`src/rtl/core_pkg.sv`:
```
// Shared core definitions: control bundle layout, opcodes and field positions.
package core_pkg;

    // Control bundle, MSB first: {J,JC,INA,RM,WM,SIN,SOUT,WR,NEQ}
    typedef struct packed {
        logic j;
        logic jc;
        logic ina;
        logic rm;
        logic wm;
        logic sin;
        logic sout;
        logic wr;
        logic neq;
    } ctrl_t;

    localparam int unsigned CtrlW   = 9;
    localparam int unsigned OpcodeW = 3;
    localparam int unsigned FunctW  = 3;

    localparam logic [OpcodeW-1:0] OpNop = 3'b000;
    localparam logic [OpcodeW-1:0] OpLd  = 3'b001;
    localparam logic [OpcodeW-1:0] OpAlu = 3'b010;
    localparam logic [OpcodeW-1:0] OpSt  = 3'b011;
    localparam logic [OpcodeW-1:0] OpIn  = 3'b100;
    localparam logic [OpcodeW-1:0] OpOut = 3'b101;
    localparam logic [OpcodeW-1:0] OpBr  = 3'b110;
    localparam logic [OpcodeW-1:0] OpJmp = 3'b111;

    // Instruction layout {opcode, rs, funct}: funct at bit 0, rs just above it.
    localparam int unsigned FunctLsb = 0;
    localparam int unsigned RsLsb    = FunctW;

    function automatic int unsigned inst_width(input int unsigned rs_w);
        return OpcodeW + rs_w + FunctW;
    endfunction

endpackage

```
`src/rtl/decode_stage_if.sv`:
```
// IF->ID, WB->ID and ID->EX signals of the decode stage.
interface decode_stage_if
    import core_pkg::*;
#(
    parameter int unsigned DATA_W  = 8,
    parameter int unsigned PC_W    = 8,
    parameter int unsigned REG_CNT = 4
) ();
    localparam int unsigned RS_W   = $clog2(REG_CNT);
    localparam int unsigned INST_W = inst_width(RS_W);

    logic              in_valid;
    logic              in_ready;
    logic [PC_W-1:0]   in_pc;
    logic [INST_W-1:0] in_inst;
    logic              flush;
    logic              wb_en;
    logic [RS_W-1:0]   wb_addr;
    logic [DATA_W-1:0] wb_data;
    logic              out_valid;
    logic              out_ready;
    logic [PC_W-1:0]   out_pc;
    logic [DATA_W-1:0] out_regval;
    logic [DATA_W-1:0] out_imm;
    logic [2:0]        out_funct;
    logic [RS_W-1:0]   out_rs;
    ctrl_t             out_ctrl;

    // Decode-stage view.
    modport slave (
        input  in_valid, in_pc, in_inst, flush, wb_en, wb_addr, wb_data, out_ready,
        output in_ready, out_valid, out_pc, out_regval, out_imm, out_funct, out_rs, out_ctrl
    );

    // Surrounding-pipeline view.
    modport master (
        output in_valid, in_pc, in_inst, flush, wb_en, wb_addr, wb_data, out_ready,
        input  in_ready, out_valid, out_pc, out_regval, out_imm, out_funct, out_rs, out_ctrl
    );
endinterface

```
`src/rtl/controlUnit.sv`:
```
// Opcode to control-bundle decode.
module controlUnit
    import core_pkg::*;
(
    input  logic [OpcodeW-1:0] opcode_i,
    output ctrl_t              ctrl_o
);
    // Purely combinational opcode decode.
    always_comb begin
        ctrl_o = '0;
        case (opcode_i)
            OpLd:    begin ctrl_o.rm = 1'b1; ctrl_o.wr = 1'b1; end
            OpAlu:   ctrl_o.wr = 1'b1;
            OpSt:    ctrl_o.wm = 1'b1;
            OpIn:    begin ctrl_o.sin = 1'b1; ctrl_o.wr = 1'b1; end
            OpOut:   ctrl_o.sout = 1'b1;
            OpBr:    begin ctrl_o.jc = 1'b1; ctrl_o.neq = 1'b1; end
            OpJmp:   begin ctrl_o.j = 1'b1; ctrl_o.ina = 1'b1; end
            default: ctrl_o = '0;
        endcase
    end
endmodule

```
`src/rtl/reg_file.sv`:
```
// REG_CNT x DATA_W register file, one read and one write port, write-through read.
module reg_file #(
    parameter int unsigned DATA_W  = 8,
    parameter int unsigned REG_CNT = 4,
    parameter int unsigned RS_W    = $clog2(REG_CNT)
) (
    input  logic              clock,
    input  logic              reset,
    input  logic              we_i,
    input  logic [RS_W-1:0]   waddr_i,
    input  logic [DATA_W-1:0] wdata_i,
    input  logic [RS_W-1:0]   raddr_i,
    output logic [DATA_W-1:0] rdata_o
);
    logic [DATA_W-1:0] regs_q [REG_CNT];

    // Storage: written on every strobe, cleared by reset.
    always_ff @(posedge clock or posedge reset) begin
        if (reset) begin
            for (int i = 0; i < int'(REG_CNT); i++) begin
                regs_q[i] <= '0;
            end
        end else if (we_i) begin
            regs_q[waddr_i] <= wdata_i;
        end
    end

    // Read port forwards the value being written this cycle.
    always_comb begin
        rdata_o = regs_q[raddr_i];
        if (we_i && (waddr_i == raddr_i)) begin
            rdata_o = wdata_i;
        end
    end
endmodule

```
`src/rtl/decode_stage.sv`:
```
// Instruction decode stage: register read, immediate/control decode, hazard
// scoreboard and the ID/EX pipeline register.
module decode_stage
    import core_pkg::*;
#(
    parameter int unsigned DATA_W  = 8,
    parameter int unsigned PC_W    = 8,
    parameter int unsigned REG_CNT = 4
) (
    input logic           clock,
    input logic           reset,
    decode_stage_if.slave bus
);
    localparam int unsigned RS_W   = $clog2(REG_CNT);
    localparam int unsigned INST_W = inst_width(RS_W);
    localparam int unsigned IMM_W  = INST_W - 3;

    logic [INST_W-1:0]  inst;
    logic [OpcodeW-1:0] opcode;
    logic [RS_W-1:0]    rs;
    logic [2:0]         funct;
    logic [DATA_W-1:0]  imm_ext;
    logic [DATA_W-1:0]  rdata;
    ctrl_t              ctrl;

    logic               out_valid_q;
    logic [PC_W-1:0]    pc_q;
    logic [DATA_W-1:0]  regval_q;
    logic [DATA_W-1:0]  imm_q;
    logic [2:0]         funct_q;
    logic [RS_W-1:0]    rs_q;
    ctrl_t              ctrl_q;
    logic [REG_CNT-1:0] pend_q, pend_d;

    logic hazard, ready, accept, depart;

    assign inst   = bus.in_inst;
    assign opcode = inst[INST_W-1 -: OpcodeW];
    assign rs     = inst[RsLsb +: RS_W];
    assign funct  = inst[FunctLsb +: FunctW];

    // Sign-extend (or truncate) the low IMM_W instruction bits to DATA_W.
    for (genvar g = 0; g < DATA_W; g++) begin : g_imm
        if (g < IMM_W) begin : g_fld
            assign imm_ext[g] = inst[g];
        end else begin : g_sgn
            assign imm_ext[g] = inst[IMM_W-1];
        end
    end

    controlUnit u_ctrl (
        .opcode_i (opcode),
        .ctrl_o   (ctrl)
    );

    reg_file #(
        .DATA_W  (DATA_W),
        .REG_CNT (REG_CNT),
        .RS_W    (RS_W)
    ) u_rf (
        .clock   (clock),
        .reset   (reset),
        .we_i    (bus.wb_en),
        .waddr_i (bus.wb_addr),
        .wdata_i (bus.wb_data),
        .raddr_i (rs),
        .rdata_o (rdata)
    );

    // Stall on a pending rs unless it is being written back now, or on a WR
    // instruction to rs still sitting in ID/EX (even if it departs this cycle).
    always_comb begin
        hazard = (pend_q[rs] && !(bus.wb_en && (bus.wb_addr == rs))) ||
                 (out_valid_q && ctrl_q.wr && (rs_q == rs));
        ready  = !bus.flush && !hazard && (!out_valid_q || bus.out_ready);
        accept = bus.in_valid && ready;
        depart = out_valid_q && bus.out_ready;
    end

    // Scoreboard next state: clear on write-back, set on WR departure (set wins).
    always_comb begin
        pend_d = pend_q;
        if (bus.wb_en) begin
            pend_d[bus.wb_addr] = 1'b0;
        end
        if (depart && ctrl_q.wr) begin
            pend_d[rs_q] = 1'b1;
        end
    end

    // Scoreboard register.
    always_ff @(posedge clock or posedge reset) begin
        if (reset) begin
            pend_q <= '0;
        end else begin
            pend_q <= pend_d;
        end
    end

    // ID/EX register: load on accept, bubble on departure or flush, else hold.
    always_ff @(posedge clock or posedge reset) begin
        if (reset) begin
            out_valid_q <= 1'b0;
            pc_q        <= '0;
            regval_q    <= '0;
            imm_q       <= '0;
            funct_q     <= '0;
            rs_q        <= '0;
            ctrl_q      <= '0;
        end else if (accept) begin
            out_valid_q <= 1'b1;
            pc_q        <= bus.in_pc;
            regval_q    <= rdata;
            imm_q       <= imm_ext;
            funct_q     <= funct;
            rs_q        <= rs;
            ctrl_q      <= ctrl;
        end else if (bus.flush || bus.out_ready) begin
            out_valid_q <= 1'b0;
        end
    end

    assign bus.in_ready   = ready;
    assign bus.out_valid  = out_valid_q;
    assign bus.out_pc     = pc_q;
    assign bus.out_regval = regval_q;
    assign bus.out_imm    = imm_q;
    assign bus.out_funct  = funct_q;
    assign bus.out_rs     = rs_q;
    assign bus.out_ctrl   = ctrl_q;
endmodule

```
`src/flat_wrapper.sv`:
```
// flat-port wrapper written by rule: the top's interface ports become plain ports
module decode_stage_flat import core_pkg::*;
#(
    parameter int unsigned DATA_W  = 8,
    parameter int unsigned PC_W    = 8,
    parameter int unsigned REG_CNT = 4
)
  (clock, reset, bus_in_valid, bus_in_pc, bus_in_inst, bus_flush, bus_wb_en, bus_wb_addr, bus_wb_data, bus_out_ready, bus_in_ready, bus_out_valid, bus_out_pc, bus_out_regval, bus_out_imm, bus_out_funct, bus_out_rs, bus_out_ctrl);
  decode_stage_if #(.DATA_W(DATA_W), .PC_W(PC_W), .REG_CNT(REG_CNT)) bus_i ();
  input logic clock;
  input logic reset;
  input wire logic [$bits(bus_i.in_valid)-1:0] bus_in_valid;
  input wire logic [$bits(bus_i.in_pc)-1:0] bus_in_pc;
  input wire logic [$bits(bus_i.in_inst)-1:0] bus_in_inst;
  input wire logic [$bits(bus_i.flush)-1:0] bus_flush;
  input wire logic [$bits(bus_i.wb_en)-1:0] bus_wb_en;
  input wire logic [$bits(bus_i.wb_addr)-1:0] bus_wb_addr;
  input wire logic [$bits(bus_i.wb_data)-1:0] bus_wb_data;
  input wire logic [$bits(bus_i.out_ready)-1:0] bus_out_ready;
  output wire logic [$bits(bus_i.in_ready)-1:0] bus_in_ready;
  output wire logic [$bits(bus_i.out_valid)-1:0] bus_out_valid;
  output wire logic [$bits(bus_i.out_pc)-1:0] bus_out_pc;
  output wire logic [$bits(bus_i.out_regval)-1:0] bus_out_regval;
  output wire logic [$bits(bus_i.out_imm)-1:0] bus_out_imm;
  output wire logic [$bits(bus_i.out_funct)-1:0] bus_out_funct;
  output wire logic [$bits(bus_i.out_rs)-1:0] bus_out_rs;
  output wire logic [$bits(bus_i.out_ctrl)-1:0] bus_out_ctrl;
  assign bus_i.in_valid = bus_in_valid;
  assign bus_i.in_pc = bus_in_pc;
  assign bus_i.in_inst = bus_in_inst;
  assign bus_i.flush = bus_flush;
  assign bus_i.wb_en = bus_wb_en;
  assign bus_i.wb_addr = bus_wb_addr;
  assign bus_i.wb_data = bus_wb_data;
  assign bus_i.out_ready = bus_out_ready;
  assign bus_in_ready = bus_i.in_ready;
  assign bus_out_valid = bus_i.out_valid;
  assign bus_out_pc = bus_i.out_pc;
  assign bus_out_regval = bus_i.out_regval;
  assign bus_out_imm = bus_i.out_imm;
  assign bus_out_funct = bus_i.out_funct;
  assign bus_out_rs = bus_i.out_rs;
  assign bus_out_ctrl = bus_i.out_ctrl;
  decode_stage #(.DATA_W(DATA_W), .PC_W(PC_W), .REG_CNT(REG_CNT)) u_core (.clock(clock), .reset(reset), .bus(bus_i));
endmodule
```
`config.mk`:
```
export PLATFORM = sky130hd
export DESIGN_NAME = decode_stage_flat
export DESIGN_NICKNAME = d
export VERILOG_FILES = /design/src/rtl/core_pkg.sv /design/src/rtl/decode_stage_if.sv /design/src/rtl/controlUnit.sv /design/src/rtl/reg_file.sv /design/src/rtl/decode_stage.sv /design/src/flat_wrapper.sv
export SDC_FILE = /design/constraint.sdc
export NUM_CORES = 1
export LEC_CHECK = 0
export ABC_AREA = 1
export CORE_MARGIN = 2
export CORE_UTILIZATION = 50
export DETAILED_ROUTE_END_ITERATION = 7
export GPL_TIMING_DRIVEN = 1
export MAX_ROUTING_LAYER = met4
export PLACE_DENSITY = 0.79
export SKIP_LAST_GASP = 1
export SLEW_MARGIN = 30
export SYNTH_ARGS = -nofsm -noshare
export SYNTH_HDL_FRONTEND = slang
export SYNTH_SLANG_ARGS = --single-unit
```
`constraint.sdc`:
```
create_clock -name clock -period 3 [get_ports clock]
set_clock_uncertainty 0.15 [all_clocks]
set_input_delay 0.3 -clock clock [delete_from_list [all_inputs] [get_ports clock]]
set_output_delay 0.3 -clock clock [all_outputs]
set_load 0.02 [all_outputs]
```
==> results.py <==
metrics = {
    "logic_synthesis": {
        "synth_edf_count": 0,
        "synth.distinct_cells": 27,
        "synth_warnings": 0,
        "yosys.area.top_type": "dfrtp_1",
        "yosysMostFrequentCell": "nand2_1",
        "post-synth-top-area-fraction_pct": 48.7,
        "syn_inst": 423,
        "avgSynthCellArea_um2": 7.90,
        "synth_commonest_cells": "nand2_1, dfrtp_1, inv_1, nand3_1, o21ai_0",
        "yosysSeqAreaShare_pct": 48.7,
        "ys.flop_type": "dfrtp_1",
        "syn-cell-area_um2": 3340,
        "synthTopCellsByArea": "dfrtp_1, nand2_1, inv_1, nand4_1, nand3_1",
        "ys_seq_elements": 65,
        "synthArstFlopShare_pct": 100,
        "synthesis.nets": 455,
    },
    "clock_network": {
        "cts_buffers": 9,
        "cts.sinks": 65,
        "cts_tree": "yes",
        "cts_root_buf": "clkbuf_8",
        "clockBufferDepth": 2,
        "ctsHoldBuffers": 0,
        "clk_pin_slew_ns": 0.07,
        "cts_setup_buffers": 0,
        "htree_levels": 3,
        "clk_latency_ns": 0.35,
        "cts_resized": 0,
    },
    "detailed_routing": {
        "viasPerCell": 5.17,
        "wl_um": 8180,
        "met3RoutedLength_um": 463,
        "vias": 2940,
        "wl_met2_um": 3900,
        "first_pass_iters": 8,
        "postRouteAntennaNets": 0,
        "wl_met1_um": 3660,
        "top_layer_used": "met4",
        "drt_iter0_drc": 316,
        "drc": 5,
        "wire_per_inst_um": 14.4,
    },
    "status": {
        "violations": "DRC",
        "outcome": "complete, but fails checks",
    },
    "min_path": {
        "hold_class": "primary input to async pin",
    },
    "cells_and_area": {
        "fin_nets": 520,
        "areaGrowthSynthToFinish_pct": 27.1,
        "drive_above_1_share_pct": 10.6,
        "n_antenna_cell": 0,
        "fin_area_um2": 4250,
    },
    "die": {
        "ios": 72,
        "core-area_um2": 6420,
        "die_w_um": 85.8,
        "die_h_um": 85.8,
        "die-area_um2": 7350,
        "start_util_pct": 52.0,
        "num_rows": 29,
    },
    "worst_setup_path": {
        "worstReg2RegStart": "u_core.bus.out_imm[4]",
        "cp.required_ns": 2.55,
        "reg2reg_slack_ns": 0.83,
        "ff2ff_path_depth": 9,
        "end_kind": "output pin",
        "criticalPathCategory": "primary input to output pin",
        "worstSetupStartpointType": "primary input",
        "cp_max_fo": 10,
        "r2r_end": "u_core.bus.out_ctrl[3]",
        "arrival_ns": 2.30,
    },
    "sta": {
        "drv_slew": 0,
        "finalCritPeriodShare_pct": 91.6,
        "slew_headroom_pct": 57.3,
        "finalCriticalPeriod_ns": 2.75,
        "hold_slack_ns": 0.191,
        "setup_violations": 0,
        "fmax_mhz": 364,
        "rsz0062_at_grt": "false",
        "setup_tns_ns": 0,
        "finalHoldViolCount": 0,
        "worstMarginPinSlew_ns": 0.638,
    },
    "power_and_ir_drop": {
        "power.leakage_uw": 0.00213,
        "ir_drop_mv": 0.457,
        "power_density_nw_per_um2": 649,
    },
    "grt": {
        "antenna_found_initial": 0,
        "track_usage_pct": 25.1,
        "grt_pass1_wl_um": 14000,
        "grt.overflow.total": 0,
        "grt_pass1_vias": 2928,
        "grt_max_degree": 66,
    },
    "place": {
        "io_buffers": 71,
        "post_dp_cell_area_um2": 4050,
        "globalplace.congestion": 0.908,
        "post-dp-hpwl_um": 5720,
    },
    "run": {
        "max_cap_viol_count": 0,
    },
}
[state kept, by name, indices dropped and copies added (netlist names)]
name,count
u_core.bus.out_funct,2
u_core.bus.out_valid,1
u_core.u_rf.regs_q,32
u_core.bus.out_rs,1
u_core.bus.out_imm,2
u_core.pend_q,4
u_core.bus.out_regval,8
u_core.bus.out_pc,8
u_core.bus.out_ctrl,7
[cell usage in the layout, fill, tap and decap left out, types with 2 or more instances in the layout]
cell type,count
buf_4,13
clkbuf_8,11
clkdlybuf4s50_1,71
clkinv_2,2
dfrtp_1,65
inv_1,47
inv_2,6
nand2_1,152
nand2_2,9
nand2_4,2
nand3_1,31
nand4_1,28
nor2_1,2
nor2_2,2
nor3_1,5
o21ai_0,31
o32ai_1,4
[worst max-delay path, cell delays in order]
cell	delay (ns)
clkdlybuf4s50_1	0.74
nor2_2	0.14
nor2_8	0.19
nand2_4	0.12
nand2_4	0.07
and2_1	0.11
clkdlybuf4s50_1	0.62
[layer usage]
metal  track usage (%)  vias to the layer above
met5                 -                        -
met1              33.1                     1360
met4              10.2                        0
met2              37.5                       96
li1                  -                     1468
met3              5.87                       16
[area by class of cell]
class | count | area, um2
multi-input combinational | 274 | 1300
sequential | 65 | 1630
timing repair buffer | 85 | 828
clock buffer | 12 | 155
fill | 546 | 2170
inverter | 53 | 199
clock inverter | 3 | 40.0
tap | 77 | 96.3
[per-stage QoR]
stage / worst slack, ns / std cells / total power, uW / utilization [%]
6_report: 0.253 / 569 / 2760 / 66.1
4_1_cts: 0.264 / 569 / 2770 / 66.1
2_1_floorplan: 0.924 / 423 / 1670 / -
3_5_place_dp: 0.256 / 554 / 2020 / 63.1
5_1_grt: 0.147 / 569 / 2910 / 66.1
3_3_place_gp: 0.328 / 554 / 2000 / 63.1
[power by group]
part | internal [uW] | switching (uW) | total [uW]
Clock | 422 | 328 | 750
Combinational | 377 | 491 | 869
Sequential | 1050 | 91.7 | 1140
[worst max-delay path by stage]
stage / to / slack [ns] / startpoint / depth (start not counted)
CTS: bus_in_ready / 0.26 / bus_in_inst[3] / 7
global placement: bus_in_ready / 0.33 / bus_in_inst[3] / 7
finish: bus_in_ready / 0.25 / bus_in_inst[3] / 7
floorplan: u_core.bus.out_ctrl[1] / 0.92 / reset / 1
global route: bus_in_ready / 0.15 / bus_in_inst[3] / 7
detailed placement: u_core.bus.out_pc[1] / 0.26 / bus_in_inst[3] / 9
[cell families (layout without fill, tap and decap cells)]
family | count (synthesis) | count (layout) | share of synthesized area [%]
AO/OA/AOI/OAI | 37 | 37 | 6.10
AND/OR/NAND/NOR | 236 | 236 | 32.6
flip-flops | 65 | 65 | 48.7
XOR/XNOR | 1 | 1 | 0.262
buffers and inverters | 84 | 153 | 12.4
No activity file was read; power rests on OpenSTA's default activity.
==> RTL change 1, RTL diff (same settings) <==
`OpcodeW`: 3 -> 6.
--- a/src/rtl/core_pkg.sv
+++ b/src/rtl/core_pkg.sv
@@ -17,3 +17,3 @@
     localparam int unsigned CtrlW   = 9;
-    localparam int unsigned OpcodeW = 3;
+    localparam int unsigned OpcodeW = 6;
     localparam int unsigned FunctW  = 3;
Interface: changed (resized bus_in_inst); port bits go from 72 to 75. No check against the original RTL was run, so the function may have changed too.
==> RTL change 1 against the original RTL <==
Power is 1.3% lower; sequential cell count grew 3; wire length is 4.3% higher; synthesized area rose by 1.9%; non-clock buffer count up 1; cell area grew 3.3%; synthesized cell count increased by 3.5%; setup slack better by 6.3 ps; critical path type unchanged; highest routed layer unchanged.
==> RTL change 1: results (changes against the original RTL) <==
r2r endpoint: u_core.bus.out_imm[4]$_DFFE_PP0P_ (was u_core.bus.out_ctrl[3]$_DFFE_PP0P_)
Via Count: 3152 (was 2940)
GRT Util Overall: 25.17% (was 25.06%)
MaxCap Viol Count: 0 (unchanged)
routability cong.: 0.9039 (was 0.9084)
Min Hold Slack: 168.2 ps (was 191.2 ps)
status: finished, final reports clean (was finished, violations left)
vias in the first global route: 3045 (was 2928)
largest net degree at the start of global routing: 46 (was 66)
Leakage: 2.193 nW (was 2.134 nW)
DR WL/cell: 14.43 um (was 14.37 um)
first drt pass iteration count: 5 (was 8)
R2R Setup Slk: 880 ps (was 830 ps)
final non-filler cell total: 591 (was 569)
top cells by area, synth: dfrtp_1, nand2_1, nand4_1, inv_1, o21ai_0 (was dfrtp_1, nand2_1, inv_1, nand4_1, nand3_1)
register area share after synthesis: 49.96% (was 48.67%)
reg2reg start: u_core.bus.out_rs[0]$_DFFE_PP0P_ (was u_core.bus.out_imm[4]$_DFFE_PP0P_)
Int Pwr: 0.001839 W (was 0.001845 W)
Layout Nets: 541 (was 520)
Worst Tran Pin Value: 742.4 ps (was 638.2 ps)
Cell Area, Placed: 4188 um^2 (was 4053 um^2)
Yosys cell types: 21 (was 27)
initial DRC count: 329 (was 316)
Detail Placement HPWL: 5910 um (was 5721 um)
share of cells above drive strength 1: 8.023% (was 10.57%)
Post-Syn Nets: 473 (was 455)
Synth area leader: dfrtp_1 (unchanged)
synth cell count leaders: nand2_1, dfrtp_1, inv_1 (unchanged)
first-pass GRT wire length: 14480 um (was 14000 um)
maximum vdd ir drop: 357.2 uV (was 457.3 uV)
number of port buffers: 74 (was 71)
[RTL change 1: per-layer routing]
metal / routed length (um) / global-route usage, % / vias to the layer above
met5: 0 / - / -
met2: 4055 / 38.74 / 114
met1: 3855 / 34.91 / 1495
met4: 72 / 5.256 / 0
met3: 544 / 5.143 / 6
li1: - / - / 1537
[RTL change 1: stage by stage]
step	worst slack, ps	power, W
after global routing	122.7	0.002872
final	259.2	0.002721
after floorplan	838.5	0.001616
after CTS	267.3	0.002738
after global placement	335.1	0.001946
after detailed placement	241.6	0.001967
[RTL change 1: worst max-delay path, stage by stage]
cell	delay, ps
clkdlybuf4s50_1	570
inv_2	160
nand2_1	70
nand2_2	170
nand3_4	170
nand2_4	110
and2_1	130
clkdlybuf4s50_1	600
[RTL change 1: kinds of logic after synthesis]
family          Yosys count  synth area share [%]
simple gates            251                 33.39
xor+xnor                  1                0.2572
buf+inv                  80                 10.36
compound gates           38                 6.025
flops                    68                 49.96
[RTL change 1: power groups by stage]
stage	Combinational, W	Sequential [W]	Clock [W]
after floorplan	0.000344	0.00127	0
after global placement	0.000769	0.00118	0
after detailed placement	0.000789	0.00118	0
after CTS	0.000792	0.00117	0.000781
after global routing	0.000867	0.00118	0.000821
final	0.000787	0.00116	0.000770
[RTL change 1: cell type report]
type                    count  area (um^2)
well taps                  80        100.1
clock inverters             5        50.05
fillers                   567         2292
repair buffers             86        843.3
inverters                  51        191.4
clock buffers              11        151.4
flip-flops and latches     68         1702
multi-input cells         290         1351
==> RTL change 2, RTL diff (same settings) <==
Without the edit above. Reset style: synchronous (`reset`), changed in 3 clocked blocks.
--- a/src/rtl/reg_file.sv
+++ b/src/rtl/reg_file.sv
@@ -17,3 +17,3 @@
     // Storage: written on every strobe, cleared by reset.
-    always_ff @(posedge clock or posedge reset) begin
+    always_ff @(posedge clock) begin
         if (reset) begin
--- a/src/rtl/decode_stage.sv
+++ b/src/rtl/decode_stage.sv
@@ -91,3 +91,3 @@
     // Scoreboard register.
-    always_ff @(posedge clock or posedge reset) begin
+    always_ff @(posedge clock) begin
         if (reset) begin
@@ -100,3 +100,3 @@
     // ID/EX register: load on accept, bubble on departure or flush, else hold.
-    always_ff @(posedge clock or posedge reset) begin
+    always_ff @(posedge clock) begin
         if (reset) begin
Behaviour: differs if reset is asserted again (counterexample within 4 cycles, from zero or initial values and one cycle with reset high); with reset held inactive, the same outputs for 10 cycles.
==> RTL change 2 against the original RTL <==
Wire length down 7.7%; first-iteration DRC count down 49%; maximum frequency up 5.7%; synthesized area down 4.2%; sequential cell count unchanged; cell area down 3.7%; worst hold slack better by 150 ps; critical path depth down 1; setup slack better by 150 ps; sequential share of layout area up 1.3 points.
Power is not compared: it rests on default switching activity, and its combinational part moved more than twofold at a synthesized area within 25%.
==> RTL change 2: results (changes against the original RTL) <==
asr flop ratio synth: 0% (was 100.0%)
largest net degree at the start of global routing: 53 (was 66)
initial DRC count: 160 (was 316)
synth cell count leaders: nor2_1, nand2_1, inv_1 (was nand2_1, dfrtp_1, inv_1)
Reg clk slew, reported paths: 70 ps (about the same)
top cells by area, synth: edfxtp_1, dfxtp_1, nor2_1, nand2_1, inv_1 (was dfrtp_1, nand2_1, inv_1, nand4_1, nand3_1)
max reg flops: 32 (unchanged)
Leakage: 1.806 nW
final non-filler cell total: 566 (was 569)
status: finished, final reports clean (was finished, violations left)
register area share after synthesis: 50.64% (was 48.67%)
hold path depth: 2
Worst Hold Launch: u_core.pend_q[3]$_SDFF_PP0_
Layout Nets: 516 (was 520)
R2R Setup Slk: 980 ps (was 830 ps)
Post-synth top flop: dfxtp_1 (was dfrtp_1)
worst endpoint data arrival time: 2150 ps (was 2300 ps)
Min Hold Slack: 341.4 ps (was 191.2 ps)
maximum vdd ir drop: 341.7 uV
slowest CP cell: clkdlybuf4s50_1 (unchanged)
Antenna Cells: 0 (unchanged)
routability cong.: 0.9271 (was 0.9084)
Num CTS Buffers: 9 (unchanged)
Cell Area, Placed: 3879 um^2 (was 4053 um^2)
Via Count: 2832 (was 2940)
Post-Place Cells: 550 (was 554)
Detail Placement HPWL: 5065 um (was 5721 um)
Post-Syn Nets: 453 (was 455)
Rel. slew slack: 45.27% (was 57.32%)
first-pass GRT wire length: 12480 um (was 14000 um)
vias in the first global route: 2646 (was 2928)
Synth area leader: edfxtp_1 (was dfrtp_1)
critical path peak fanout: 8 (was 10)
initial antenna violation count: 0 (unchanged)
fill count: 545 (was 546)
reg2reg start: u_core.bus.out_imm[4]$_SDFFE_PP0P_ (was u_core.bus.out_imm[4]$_DFFE_PP0P_)
Gate Count Post-Synth: 421 (was 423)
Hold/Removal Path Class: reg -> reg (was in -> async)
drt total wl: 7543 um (was 8176 um)
GRT Util Overall: 22.71% (was 25.06%)
crit path from: bus_in_inst[3] (unchanged)
Post-synth EDFFs: 32 (was 0)
share of cells above drive strength 1: 6.544% (was 10.57%)
Yosys cell types: 28 (was 27)
switch share: 26.63%
first drt pass iteration count: 5 (was 8)
CP peak stage delay: 650 ps (was 740 ps)
-- RTL change 2: critical path, delay by kind of cell --
family | cells | cell delay (ps)
XOR/XNOR | 1 | 190
buffers and inverters | 2 | 1240
AND/OR/NAND/NOR | 3 | 410
-- RTL change 2: stage by stage --
step                      utilization (%)  setup slack [ps]
final                               65.20             401.9
after global routing                65.20             304.9
after CTS                           65.14             389.3
after detailed placement            61.79             395.3
after global placement              61.79             420.3
after floorplan                         -              1257
-- RTL change 2: power by group through the flow --
stage               Sequential, W  Combinational (W)  Clock (W)
floorplan                 0.00107           0.000208          0
global placement          0.00104           0.000385          0
detailed placement        0.00104           0.000393          0
CTS                       0.00102           0.000397   0.000807
global route              0.00103           0.000437   0.000853
finish                    0.00102           0.000397   0.000796
-- RTL change 2: final cells by class --
| cell class | count | share of cell area (%) |
|---|---|---|
| clock buffers | 10 | 3.118 |
| inverters | 64 | 5.870 |
| well taps | 77 | 2.354 |
| clock inverters | 6 | 2.018 |
| flip-flops and latches | 65 | 39.62 |
| multi-input cells | 267 | 28.55 |
| repair buffers | 77 | 18.47 |
-- RTL change 2: cell families after synthesis --
group	synth area share (%)
compound gates	6.174
flops	50.64
xor+xnor	0.5472
buf+inv	12.97
simple gates	29.66
-- RTL change 2: per-layer routing --
layer / track usage, % / routed length, um / vias up / share of wire (%)
met5: - / 0 / - / 0
met4: 8.504 / 130 / 0 / 1.7
met3: 3.759 / 631 / 22 / 8.4
met2: 37.09 / 3604 / 147 / 48
met1: 28.41 / 3176 / 1234 / 42
li1: - / - / 1429 / -
-- RTL change 2: worst paths after layout --
kind                                            to
max                                   bus_in_ready
min                    u_core.pend_q[3]$_SDFF_PP0_
max reg2reg  u_core.bus.out_regval[0]$_SDFFE_PP0P_
min reg2reg            u_core.pend_q[3]$_SDFF_PP0_
